## src/rtl/ttl_bcd_down_chain.sv

```systemverilog
// Cascaded synchronous BCD down-counter with TTL-style ENT/ENP enables, borrow out,
// zero flag and a registered pulse marking a count-driven arrival at zero.
module ttl_bcd_down_chain #(
   parameter int DIGITS       = 4,
   parameter bit STOP_AT_ZERO = 1'b0
) (
   input  logic                  Clk,
   input  logic                  Clear_bar,
   input  logic                  Load_bar,
   input  logic                  ENT,
   input  logic                  ENP,
   input  logic [4*DIGITS-1:0]   D,
   output logic [4*DIGITS-1:0]   Q,
   output logic                  BO,
   output logic                  ZERO,
   output logic                  DONE
);

   localparam int W = 4 * DIGITS;

   logic [W-1:0]        r_q;
   logic                r_done;
   logic                r_done_pend;

   logic                w_count;
   logic [DIGITS-1:0]   w_step;
   logic [W-1:0]        w_q_next;
   logic                w_zero;
   logic                w_next_zero;
   logic                w_hold_zero;

   assign w_count   = Load_bar & ENT & ENP;
   assign w_step[0] = w_count;

   // Each digit decrements only when it is stepped; the borrow to the next digit
   // comes solely from a stepped digit that was 0000, never from a binary carry.
   for (genvar g = 0; g < DIGITS; g++) begin : g_digit
      logic [3:0] w_digit;
      assign w_digit = r_q[4*g +: 4];

      assign w_q_next[4*g +: 4] = !w_step[g]                       ? w_digit :
                                  (w_digit == 4'd0 || w_digit > 4'd9) ? 4'd9    :
                                  w_digit - 4'd1;

      if (g < DIGITS - 1) begin : g_borrow
         assign w_step[g+1] = w_step[g] & (w_digit == 4'd0);
      end
   end

   assign w_zero      = (r_q == '0);
   assign w_next_zero = (w_q_next == '0);
   assign w_hold_zero = STOP_AT_ZERO && w_zero;

   // NOTE: state registers use non-blocking assignments so every flop samples
   // the pre-edge values and the update order inside the block does not matter.
   always_ff @(posedge Clk) begin
      if (!Clear_bar) begin
         r_q         <= '0;
         r_done_pend <= 1'b0;
         r_done      <= 1'b0;
      end else if (!Load_bar) begin
         r_q         <= D;
         r_done_pend <= 1'b0;
         r_done      <= 1'b0;
      end else begin
         r_done <= r_done_pend;
         if (w_count && !w_hold_zero) begin
            r_q         <= w_q_next;
            r_done_pend <= !w_zero && w_next_zero;
         end else begin
            r_done_pend <= 1'b0;
         end
      end
   end

   assign Q    = r_q;
   assign ZERO = w_zero;
   assign BO   = ENT & w_zero;
   assign DONE = r_done;

endmodule

```

## config.mk

```make
export PLATFORM = sky130hd
export DESIGN_NAME = ttl_bcd_down_chain
export DESIGN_NICKNAME = d
export VERILOG_FILES = /design/src/rtl/ttl_bcd_down_chain.sv
export SDC_FILE = /design/constraint.sdc
export NUM_CORES = 1
export LEC_CHECK = 0
export BUFFER_PORTS_ARGS = -buffer_cell sky130_fd_sc_hd__buf_4
export CAP_MARGIN = 5
export CELL_PAD_IN_SITES_DETAIL_PLACEMENT = 0
export CELL_PAD_IN_SITES_GLOBAL_PLACEMENT = 2
export CORE_MARGIN = 4
export CORE_UTILIZATION = 29
export DETAILED_ROUTE_END_ITERATION = 7
export HOLD_SLACK_MARGIN = 0.15
export PLACE_DENSITY = 0.9
export SLEW_MARGIN = 5
export SYNTH_ARGS = -nofsm -noshare
export SYNTH_HDL_FRONTEND = slang
export SYNTH_SLANG_ARGS = --single-unit
```

## constraint.sdc

```tcl
create_clock -name Clk -period 3.2 [get_ports Clk]
set_clock_uncertainty 0.2 [all_clocks]
set_input_delay 0.48 -clock Clk [delete_from_list [all_inputs] [get_ports Clk]]
set_output_delay 0.48 -clock Clk [all_outputs]
set_load 0.03 [all_outputs]
```

==> results.ini <==
[status]
outcome=completed

[sta]
setup_viol=0
hold_viol_final=0
fin_crit_sh=0.8403
fmax_mhz=371.9
tns_ns=0
timing.hold.ws_ns=0.2426
worst_pin_slew_ns=0.5109
drv_slew=0
fin_crit_ns=2.689
rsz0062_at_grt=false
max_slew_margin=0.6590

[power_and_ir_drop]
swShare=0.3509
leakagePower_uw=0.0007498
pwr_density_cell_nw_per_um2=378.9
p_int_uw=444.7
p_total_uw=685.1
peakVddDrop_mv=0.1442
p_comb_frac=0.323
clock_power_share=0.289
seqPwrFrac=0.388
p_sw_uw=240.4

[finish]
final_util=0.3828
drive_gt1_frac=0.2698
fin_cells=282
syn_to_final_growth_pct=27.20
final_nets=248
fill_cells=528
n_antenna_cell=0

[route]
drtIter0Drc=118
via_count=1404
drc=0
drt-pass1-iter-count=4
ant_nets=0
vias_per_cell=4.979
totalWireLength_um=3826
wl_per_cell_um=13.57

[clock_network]
cts-htree-levels=1
ctsHoldBuffers=0
clk_pin_slew_ns=0.08
cts-buffers-inserted=3
clkLatencyLatePin_ns=0.26
cts-resized-gates=0
cts_tree=yes
clk_path_buf_depth=2
cts-root-buf=clkbuf_8
post_cts_buffers=0
clock_sinks=18

[placement]
io_buffers=39
gp_congestion=0.8044
dp_hpwl_um=2935
dp.cells=278

[synth]
yosysTopAreaCell=dfxtp_1
synth_simple_gate_area_frac=0.3125
synthXorXnorAreaFrac=0.006162
muxShareOfSynthArea=0.04225
synthDistinctLibCells=49
syn_nets=211
synth_top_cell_area_share=0.2535
ys_seq_area_frac=0.2535
synth_top_family_by_area=simple AND/OR/NAND/NOR gates
synth_cells=179
synth.avg_cell_area_um2=7.941
yosys_warnings=0
netlist_area_um2=1421
synth.top_cells.by_count=21 x nor2_1, 18 x dfxtp_1, 14 x a21oi_1
synth.most_common_cell=nor2_1
synth_compound_area_frac=0.2306
synth_edf_count=0
synth_area_leaders=dfxtp_1 25%, ha_1 9.7%, nor2_1 5.5%
synthAdderAreaFrac=0.09683
ys_seq_elements=18
async_flop_share=0
ys.flop_type=dfxtp_1

[floorplan]
rows=25
start_util=0.3009
chipWidth_um=78.01
io_pins=40
core-area_um2=4723
dieArea_um2=6086
die_y_um=78.01

[grt]
grt_first_pass_wirelength_um=6382
met2_usage=0.2046
grt_most_used_layer=met2
antenna_found_initial=0
met3_usage=0.008028
grt_util_met1=0.1825
track_usage=0.1273
grt_max_degree=32
grt-ovfl-total=0
grt_pass1_vias=1345

[worst_setup_path]
worstPathCellList=inv_1 > ha_1 > nor3b_4 > a21o_2 > nor2_1 > a41oi_1 > or4_4 > nor4_2
worst-path-buf-inv=1
critPathTopFamily=simple AND/OR/NAND/NOR gates
critPathKind=flop to flop
crit_arrival_ns=2.67
critPathSlowestCell=or4_4
worst-r2r-cell-count=8
r2r_setup_slack_ns=0.51
cp-end-kind=flop
startpoint_type=flop
crit_path_max_incr_delay_ns=0.58
cp.depth=8
critPathMaxFanout=8
required_ns=3.18

[worst_hold_path]
hp-class=input pin to flop
hold_depth=3

[job]
maxCapViolCount=0

-- tightest hold or removal path, cell delays in order --
cell,delay [ns]
buf_4,0.07
mux2i_1,0.05
nor2_1,0.07
-- final cells by class --
cell class	count	area [um2]	area share
Multi-Input combinational cell	144	978.4	0.5412
Clock buffer	4	55.05	0.03045
Inverter	10	37.54	0.02076
Tap cell	67	83.83	0.04637
Sequential cell	18	360.3	0.1993
Timing Repair Buffer	39	292.8	0.1619
-- metal layers --
layer  routed length (um)  part of all wire  vias to the layer above
met5                    0                 0                        -
met4                   49             0.013                        0
met3                  120             0.031                        5
met2                 1781              0.47                       27
met1                 1873              0.49                      647
li1                     -                 -                      725
-- power by group through the flow --
stage | clock, uW | sequential (uW) | combinational, uW
2_1_floorplan | 0 | 289 | 131
3_3_place_gp | 0 | 272 | 222
3_5_place_dp | 0 | 271 | 222
4_1_cts | 204 | 266 | 223
5_1_grt | 211 | 269 | 245
6_report | 198 | 266 | 221
-- cells in the final DEF (no fill, tap or decap), types with 3 or more instances in the layout --
master	Yosys	routed
inv_1	10	10
o21bai_1	3	3
nand2_1	13	13
dfxtp_1	18	18
a21oi_1	14	14
a211oi_1	3	3
o221ai_1	3	3
nor3_1	10	10
buf_4	0	39
nand3b_1	3	3
nand2b_1	4	4
mux2i_1	6	6
o21ai_0	12	12
nor2_1	21	21
ha_1	11	11
and3_2	4	4
clkbuf_8	1	4
-- kinds of logic after synthesis --
kind of cell | Yosys count
buffers and inverters | 17
AO/OA/AOI/OAI | 49
AND/OR/NAND/NOR | 77
adder cells (fa/ha/maj) | 11
XOR/XNOR | 1
flip-flops | 18
multiplexers | 6
-- sequential cells by signal (all words and copies together), names as in the netlist --
signal,count
r_done_pend,1
Q,16
DONE,1
-- final timing paths --
kind | startpoint | end
worst max-delay path | Q[0] | r_done_pend
worst min-delay path | D[14] | Q[14]
worst max register to register | Q[0] | r_done_pend
worst min register to register | r_done_pend | DONE
-- through the flow --
| stage | worst slack [ns] | area [um2] |
|---|---|---|
| after floorplan | 0.5709 | 1421 |
| after global placement | 0.5325 | 1753 |
| after detailed placement | 0.5548 | 1753 |
| after CTS | 0.5357 | 1808 |
| after global routing | 0.3709 | 1808 |
| final | 0.5111 | 1808 |
(Power assumes the default switching activity.)
